[src/rtl/impl_chk_pkg.sv]
// Shared limits and saturating-add helper for the implication window checker.
package impl_chk_pkg;

    localparam int unsigned MAX_DLY_LIMIT = 15;
    localparam int unsigned MAX_CH        = 32;

    // Adds inc to cnt and clamps to the largest w-bit value instead of wrapping.
    function automatic logic [31:0] sat_add(input logic [31:0] cnt,
                                            input logic [31:0] inc,
                                            input int unsigned w);
        logic [32:0] sum;
        logic [32:0] max;
        max = (33'd1 << w) - 33'd1;
        sum = {1'b0, cnt} + {1'b0, inc};
        if (sum > max) begin
            return max[31:0];
        end
        return sum[31:0];
    endfunction

endpackage

[src/rtl/impl_window_checker_lane.sv]
// One channel of the implication checker: pending-attempt shift vector,
// pass/fail resolution, saturating counters and sticky fail bit.
module impl_chk_lane
    import impl_chk_pkg::*;
#(
    parameter int unsigned MIN_DLY = 0,
    parameter int unsigned MAX_DLY = 2,
    parameter int unsigned CNT_W   = 16
) (
    input  logic             i_clk,
    input  logic             i_rst,
    input  logic             i_en,
    input  logic             i_ante,
    input  logic             i_cons,
    input  logic             i_clear,
    output logic [CNT_W-1:0] o_pass_cnt,
    output logic [CNT_W-1:0] o_fail_cnt,
    output logic             o_fail_sticky,
    output logic             o_fail
);

    localparam int unsigned PW = (MAX_DLY == 0) ? 1 : MAX_DLY;
    localparam int unsigned IW = $clog2(MAX_DLY_LIMIT + 2);

    // r_pend[j] holds an attempt started j+1 cycles ago that is still unresolved.
    logic [PW-1:0]    r_pend;
    logic [PW-1:0]    w_pend_d;
    logic [MAX_DLY:0] w_live;
    logic [MAX_DLY:0] w_sat;
    logic [IW-1:0]    w_pass_inc;
    logic [CNT_W-1:0] r_pass_cnt;
    logic [CNT_W-1:0] r_fail_cnt;
    logic             r_fail_sticky;

    always_comb begin
        w_live     = '0;
        w_sat      = '0;
        w_pend_d   = '0;
        w_pass_inc = '0;
        if (i_en) begin
            w_live[0] = i_ante;
            for (int unsigned k = 1; k <= MAX_DLY; k++) begin
                w_live[k] = r_pend[k-1];
            end
        end
        for (int unsigned k = 0; k <= MAX_DLY; k++) begin
            w_sat[k]   = w_live[k] & i_cons & (k >= MIN_DLY);
            w_pass_inc = w_pass_inc + IW'(w_sat[k]);
        end
        for (int unsigned k = 0; k < MAX_DLY; k++) begin
            w_pend_d[k] = w_live[k] & ~w_sat[k];
        end
    end

    assign o_fail = w_live[MAX_DLY] & ~i_cons;

    always_ff @(posedge i_clk) begin
        if (!i_rst) begin
            r_pend        <= '0;
            r_pass_cnt    <= '0;
            r_fail_cnt    <= '0;
            r_fail_sticky <= 1'b0;
        end else begin
            r_pend <= w_pend_d;
            // Clear drops this cycle's results but leaves pending attempts alive.
            if (i_clear) begin
                r_pass_cnt    <= '0;
                r_fail_cnt    <= '0;
                r_fail_sticky <= 1'b0;
            end else begin
                r_pass_cnt    <= CNT_W'(sat_add(32'(r_pass_cnt), 32'(w_pass_inc), CNT_W));
                r_fail_cnt    <= CNT_W'(sat_add(32'(r_fail_cnt), 32'(o_fail), CNT_W));
                r_fail_sticky <= r_fail_sticky | o_fail;
            end
        end
    end

    assign o_pass_cnt    = r_pass_cnt;
    assign o_fail_cnt    = r_fail_cnt;
    assign o_fail_sticky = r_fail_sticky;

endmodule

[config.mk]
export PLATFORM = sky130hd
export DESIGN_NAME = impl_chk_lane
export DESIGN_NICKNAME = d
export VERILOG_FILES = /design/src/rtl/impl_chk_pkg.sv /design/src/rtl/impl_window_checker_lane.sv
export SDC_FILE = /design/constraint.sdc
export NUM_CORES = 1
export LEC_CHECK = 0
export CORE_ASPECT_RATIO = 0.75
export CORE_UTILIZATION = 55
export CTS_BUF_LIST = sky130_fd_sc_hd__clkbuf_4 sky130_fd_sc_hd__clkbuf_8
export DETAILED_ROUTE_END_ITERATION = 16
export GPL_TIMING_DRIVEN = 0
export PLACE_DENSITY = 0.87
export SYNTH_ARGS = -nofsm -noshare
export SYNTH_HDL_FRONTEND = slang
export SYNTH_SLANG_ARGS = --single-unit
export TNS_END_PERCENT = 30
[constraint.sdc]
create_clock -name i_clk -period 5 [get_ports i_clk]
set_input_delay 1.5 -clock i_clk [delete_from_list [all_inputs] [get_ports i_clk]]
set_output_delay 1.5 -clock i_clk [all_outputs]
set_load 0.03 [all_outputs]
* Yosys cells after proc, flatten, opt, wreduce, memory -nomap -nowiden
Index checks and enable logic that the tools add are counted.
** Word-level totals
- Bits in registers :: 35
- Bits of input ports :: 6
- Output and inout bits :: 34
- Word-level logic and storage cells :: 33
** Cells by class
- Add/subtract/negate cells :: 4
- $lt $le $gt $ge :: 2
- Mux-type cells :: 11
- Bitwise logic cells :: 11
- Reduce and logical (&&, ||, !) cells :: 1
** Operators by type and width (number)
- 16-bit two-way mux :: 4
- 17-bit by 16-bit greater-than comparator with 1-bit output, second input constant :: 2
- 16-bit by 1-bit adder with 17-bit output :: 1
- 16-bit by 3-bit adder with 17-bit output :: 1
- 1-bit bitwise AND :: 6
- 1-bit two-way mux :: 6
- 1-bit inverter :: 4
- 2-bit by 1-bit adder with 3-bit output :: 1
- 3-bit two-way mux :: 1
- 1-bit by 1-bit adder with 2-bit output :: 1
- 2-bit OR reduction :: 1
- 1-bit OR :: 1

* Longest topological paths before layout
Gate-level depths: netlist of run 1.
- Word-level depth :: 10
- Depth in mapped cells :: 10
- Depth with buffers taken out :: 10

* Worst setup path after synthesis of run 1
Ideal clock, no wire load.
- Path type :: input -> register
- From :: in i_en
- To :: reg r_pass_cnt[14], in the netlist o_pass_cnt[14]
- Setup time :: 0.086 ns
- Arrival :: 3.555 ns
- Data required time :: 4.914 ns
- Path slack :: 1.360 ns
- Cell stages on the path :: 10
- Buffers on the path :: 0
- Cell sequence :: nand3_1 -> fa_1 -> inv_1 -> ha_1 -> inv_1 -> fa_1 -> nand4b_1 -> nor4_1 -> nor2_1 -> a211oi_1
** On the way
- Word-level cells in the longest chain between the ends :: 10
- Elaborated cells on any way between the ends :: 12
- Classes of those cells :: add/sub (3); order compare (1); mux (5); bitwise (3)
** Ends and longest elaborated chain
- start, declared :: line impl_window_checker_lane.sv:12 : input logic i_en,
- 3-bit two-way mux * :: line impl_window_checker_lane.sv:40 : if (i_en) begin
- 1-bit bitwise AND :: line impl_window_checker_lane.sv:47 : w_sat[k] = w_live[k] & i_cons & (k >= MIN_DLY);
- 1-bit by 1-bit adder with 2-bit output :: line impl_window_checker_lane.sv:48 : w_pass_inc = w_pass_inc + IW'(w_sat[k]);
- 2-bit by 1-bit adder with 3-bit output * :: line impl_window_checker_lane.sv:48
- 16-bit by 3-bit adder with 17-bit output * :: line impl_chk_pkg.sv:14 : sum = {1'b0, cnt} + {1'b0, inc};
- 17-bit by 16-bit greater-than comparator with 1-bit output :: line impl_chk_pkg.sv:15 : if (sum > max) begin
- 1-bit two-way mux :: line impl_chk_pkg.sv:15
- 1-bit two-way mux :: line impl_window_checker_lane.sv:66 : if (i_clear) begin
- 1-bit two-way mux :: line impl_window_checker_lane.sv:58 : if (!i_rst) begin
- 16-bit two-way mux * :: line impl_chk_pkg.sv:18 : return sum[31:0];
- end signal, assigned :: line impl_window_checker_lane.sv:71 : r_pass_cnt <= CNT_W'(sat_add(32'(r_pass_cnt), 32'(w_pass_inc), CNT_W));
- end, declared :: line impl_window_checker_lane.sv:31 : logic [CNT_W-1:0] r_pass_cnt;
Mark *: on every way between the ends. The rest lies on a longest branch, timed or not. The select of a mux whose other input is x is not followed.
A chain may end at the register's enable or synchronous reset.

* Worst setup path after layout of run 1
- From :: in i_en
- To :: out o_fail
** On the way
- Word-level cells in the longest chain between the ends :: 2
** Ends and longest elaborated chain
- 3-bit two-way mux :: line impl_window_checker_lane.sv:40
- 1-bit bitwise AND :: line impl_window_checker_lane.sv:55 : assign o_fail = w_live[MAX_DLY] & ~i_cons;
- end, declared :: line impl_window_checker_lane.sv:19 : output logic o_fail
Every way passes these cells.

==> results of run 1 <==
[cells in the final DEF, fill, tap and decap left out, types with 3 or more instances in the layout]
cell type / netlist / routed
inv_1: 11 / 11
a211oi_1: 3 / 3
nand3_1: 8 / 8
clkbuf_8: 0 / 6
and3_1: 4 / 4
nor4_1: 3 / 3
nor2b_1: 3 / 3
a21oi_1: 29 / 29
buf_6: 3 / 3
nand2_1: 11 / 11
nor2_1: 13 / 13
clkdlybuf4s50_1: 0 / 39
ha_1: 4 / 4
nand4_1: 3 / 3
xnor2_1: 16 / 16
dfxtp_1: 35 / 35
nor3_1: 8 / 8
[registers in the layout, summed over array words and instances, names as in the netlist]
register       cells
o_pass_cnt        16
o_fail_cnt        16
o_fail_sticky      1
r_pend             2
[power groups by stage]
stage	clock network [uW]	registers, uW	logic, uW
4_1_cts	265	279	16.5
2_1_floorplan	0	286	8.17
3_5_place_dp	0	286	16.3
6_report	265	279	16.5
5_1_grt	283	279	17.8
3_3_place_gp	0	286	15.8
[worst paths after layout]
kind / endpoint / slack, ns / cells after the start
max: o_fail / 0.39 / 4
min: o_fail_sticky / 0.48 / 2
max reg2reg: o_pass_cnt[7] / 2.17 / 10
min reg2reg: o_fail_sticky / 0.48 / 2
[routing by layer]
metal,track usage (%),vias to the layer above
met2,44.0,53
met1,34.7,716
met3,9.03,8
met5,0,-
met4,11.7,0
li1,-,738
[final cells by class]
cell class                      instances  area [sq um]
Timing Repair Buffer                   39           390
Buffer                                  5          45.0
Inverter                               11          41.3
Clock buffer                            6          82.6
Multi-Input combinational cell        131           900
Fill cell                             182           523
Clock inverter                          2          35.0
Tap cell                               36          45.0
Sequential cell                        35           701
[tightest hold or removal path, cell delays in order (launching register included)]
cell and delay (ns):
dfxtp_1 0.33, nor2_1 0.05, nor2_1 0.07
[cells by family (layout without fill, tap and decap cells)]
logic type	after synthesis	count (layout)	share of synthesized area [%]
buffers and inverters	16	63	5.12
AO/OA/AOI/OAI	42	42	14.9
flip-flops	35	35	41.5
XOR/XNOR	18	18	9.35
AND/OR/NAND/NOR	65	65	23.7
adder cells (fa/ha/maj)	6	6	5.34
[per-stage QoR]
step / utilization [%] / area [sq um] / worst slack (ns) / hold WS, ns
2_1_floorplan: - / 1690 / 1.36 / 0.445
3_3_place_gp: 76.8 / 2120 / 0.446 / 0.460
3_5_place_dp: 76.8 / 2120 / 0.410 / 0.470
4_1_cts: 81.1 / 2240 / 0.398 / 0.485
5_1_grt: 81.1 / 2240 / 0.340 / 0.521
6_report: 81.1 / 2240 / 0.393 / 0.477
==> metrics.txt, run 1 <==
unrepaired setup endpoints after global routing=no; post-cts sizing count=0; wire per inst=14.9 microns; Worst EP required=between 3 and 4 ns; run status=completed; Die Span X=approximately 66 microns; number of enable flip-flop cells after synthesis=0; vias in the first global route=approximately 1400; Worst path slowest cell=clkdlybuf4s50_1; placed instance count=257; metal2 WL=about 1900 microns; crit-path max cell delay=roughly 0.7 ns; Synth top area share=between 40% and 50%; # clock sinks=35; largest net degree at the start of global routing=12; Detailed Route WL=3950 microns; post-route minimum period=roughly 4.6 ns; Post-CTS Hold Buffers=0; Syn-to-layout area delta=32.8%; critical-path cell list=clkdlybuf4s50_1, nor2b_1, and2_1, clkdlybuf4s50_1; worst hold path class=flip-flop to flip-flop; # rows=16; met3 wire length=just under 200 microns; wire length of the first global-routing pass=~7000 microns; Cell Area, Synth=around 1700 sq um; worst r2r src=r_pend[1]; post-DP HPWL=about 2700 microns; worst-skew pair later-pin latency=~0.3 ns; #FFs+latches synth=35; synth top area cells=dfxtp_1 (42%), a21oi_1 (8.6%), xnor2_1 (8.3%); Yosys Warn Count=0; Top delay family on crit path=buffers and inverters; Fmax=between 200 and 250 MHz; count leader, synth=dfxtp_1; final hold viol count=0; CTS Buffer Depth=2; setup repair bufs after CTS=0; logic gate share of total power=slightly below 3%; sw power=~110 uW; CTS tree=done; Initial Util=about three fifths; asr flop ratio synth=0%; Reg power frac=approximately half; Final Cycle Share=92.1%; First-pass DRT Iterations=4; Inserted Diodes=0; fin cells=approximately 270; I/O Buffers=39; prevailing post-synth register cell=dfxtp_1; Root Buffer=clkbuf_8; final max-slew violation count=0; Slew @ Worst Pin=about 0.57 ns; Ports=40; vias after detailed routing=approximately 1500; TritonCTS Buffers=5; cell mode on critical path=clkdlybuf4s50_1; GPL Wtd Cong=about 0.85; DRT met1 WL=1790 microns; # nets final=240; via/cell ratio=5.72; sw frac=between 20 and 25%; All-Layer GR Usage=27.9%; core area=2760 sq um; crit path from=i_en; Die ar.=around 3300 sq um; Max FO, Critical Path=4; # DRC=0; worst hold path startpoint=o_fail_sticky; Clock power frac=47.2%; H-tree levels=2; Post-Syn Nets=slightly below 200; CTS clock-pin slew for the worst setup and hold paths=about 0.060 ns; final setup fails=0; pwr/cell area=roughly 250 nW/um^2; synth cell count leaders=dfxtp_1 (35), a21oi_1 (29), xnor2_1 (16); Crit Path Category=primary input to output port; Lkg Pwr=0.000765 uW; max cap viols=0; chip height=around 50 microns; critical path endpoint category=output port; internal power=~450 uW; post-synthesis average cell area=about 9.3 sq um; 1st-iter DRT viols=95; top sig layer=met4; worst ir drop on vdd=~0.22 mV; Rel. slew slack=about three fifths; Buf/Inv on CP=2; arrival time at the worst endpoint=between 3 and 4 ns; Seq/Total Area, Yosys=slightly above 40%; initial antenna violation count=0; CP Launch Type=primary input; layout cell share with drive strength beyond 1=about a tenth; overall power=around 560 uW; Synth cell types=39; area leader, netlist=dfxtp_1; Fin Clk Skew=approximately 0.0075 ns; DRT antenna net count=0; total grt overflow=0; Mapped Cells=about 180; setup_tns=0 ns
No activity file was read; power rests on OpenSTA's default activity.
==> run 2: changes to the inputs <==
Settings changed: MAX_ROUTING_LAYER set to met4, TNS_END_PERCENT 30 to 50.
==> metrics.txt, run 2 (same netlist as run 1, synthesis figures left out) <==
run status=completed; Rel. slew slack=between 60% and 70%; H-tree levels=2; top sig layer=met4; Reg2Reg Depth=10; worst r2r src=r_pend[1]; Root Buffer=clkbuf_8; vias after detailed routing=1517; final hold viol count=0; wire per inst=roughly 15 microns; Ports=40; final setup fails=0; Post-CTS Hold Buffers=0; # rows=16; largest net degree at the start of global routing=12; final max-slew violation count=0; GPL Wtd Cong=between 0.8 and 0.9; post-place instance area=between 2000 and 2500 sq um; Max FO, Critical Path=4; setup_tns=0 ns; arrival time at the worst endpoint=3.11 ns; FF/Latch Area=roughly 700 sq um; Syn-to-layout area delta=32.8%; CP endpoint=o_fail; # nets final=240; initial antenna violation count=0; # clock sinks=35; Initial Util=between 60% and 70%; core area=around 2800 sq um; Final Cycle Share=roughly 90%; Crit Path Category=primary input to output port; fill count=182; wire length of the first global-routing pass=~7000 microns; All-Layer GR Usage=28.5%; worst ir drop on vdd=roughly 0.22 mV; Lkg Pwr=0.000765 uW; chip height=about 50 microns; dpl ws=between 0.4 and 0.5 ns; CP Launch Type=primary input; CTS tree=done; Detailed Route WL=a little under 4000 microns; post-cts sizing count=0; commonest non-fill, non-tap cell in the layout=clkdlybuf4s50_1; CTS clock-pin slew for the worst setup and hold paths=about 0.060 ns; metal2 WL=about 1900 microns; met3 wire length=about 210 microns; Die ar.=about 3300 sq um; CTS Buffer Depth=2; R2R Setup Slk=about 2.2 ns; I/O Buffers=39; 1st-iter DRT viols=80; max cap viols=0; # DRC=0; Fin Clk Skew=about 0.0076 ns; DRT antenna net count=0; crit path from=i_en; TritonCTS Buffers=5; Fmax=~220 MHz; Inserted Diodes=0; worst-skew pair later-pin latency=0.29 ns; Slew @ Worst Pin=between 0.5 and 0.6 ns; final setup margin=slightly below 0.4 ns; Final Instance Area=around 2200 sq um; unrepaired setup endpoints after global routing=no; vias in the first global route=between 1000 and 1500; via/cell ratio=approximately 5.7; post-DP HPWL=between 2000 and 3000 microns; Die Span X=roughly 66 microns; DRT met1 WL=approximately 1800 microns; multi-input logic area=roughly 900 sq um; pwr/cell area=about 250 nW/um^2; Worst EP required=roughly 3.5 ns; final core occ=between 80% and 90%; layout cell share with drive strength beyond 1=approximately a tenth; post-route minimum period=between 4 and 5 ns; worst hold path class=flip-flop to flip-flop; setup repair bufs after CTS=0; r2r endpoint=o_pass_cnt[7]; most frequent cells in the layout=clkdlybuf4s50_1 (39), dfxtp_1 (35), a21oi_1 (29), xnor2_1 (16), nor2_1 (13); critical path endpoint category=output port; First-pass DRT Iterations=4; total grt overflow=0
-- run 2: cell counts in the layout (fill, tap and decap cells not counted) --
Identical to the previous run, type by type.
-- run 2: final cells by class --
cell class,instances,share of cell area [%]
inverters,11,1.84
flip-flops and latches,35,31.3
multi-input cells,131,40.2
plain buffers,5,2.01
clock buffers,6,3.69
repair buffers,39,17.4
well taps,36,2.01
clock inverters,2,1.56
-- run 2: through the flow --
step / instances / power, uW / hold WS (ns)
after floorplan: 182 / 295 / 0.445
after global placement: 257 / 302 / 0.460
after detailed placement: 257 / 302 / 0.470
after CTS: 265 / 561 / 0.485
after global routing: 265 / 579 / 0.521
final: 265 / 560 / 0.477
-- run 2: worst min-delay path by stage --
stage	from	end	slack, ns	cells after the start
after global placement	r_pend[0]	r_pend[1]	0.46	1
after CTS	o_fail_sticky	o_fail_sticky	0.49	2
final	o_fail_sticky	o_fail_sticky	0.48	2
after floorplan	r_pend[0]	r_pend[1]	0.45	1
after detailed placement	o_fail_sticky	o_fail_sticky	0.47	2
after global routing	r_pend[0]	r_pend[1]	0.52	1
-- run 2: where the power goes --
| group | switching, uW | internal [uW] | total, uW |
|---|---|---|---|
| logic | 8.84 | 7.70 | 16.5 |
| registers | 0.283 | 279 | 279 |
| clock network | 103 | 161 | 264 |
-- run 2: critical path: stages --
cell	delay [ns]
clkdlybuf4s50_1	0.53
nor2b_1	0.20
and2_1	0.19
clkdlybuf4s50_1	0.68
-- run 2: metal layers --
layer / GRT usage [%] / vias up
met3: 8.33 / 9
met5: - / -
met4: 11.7 / 0
li1: - / 740
met2: 44.0 / 51
met1: 34.7 / 717
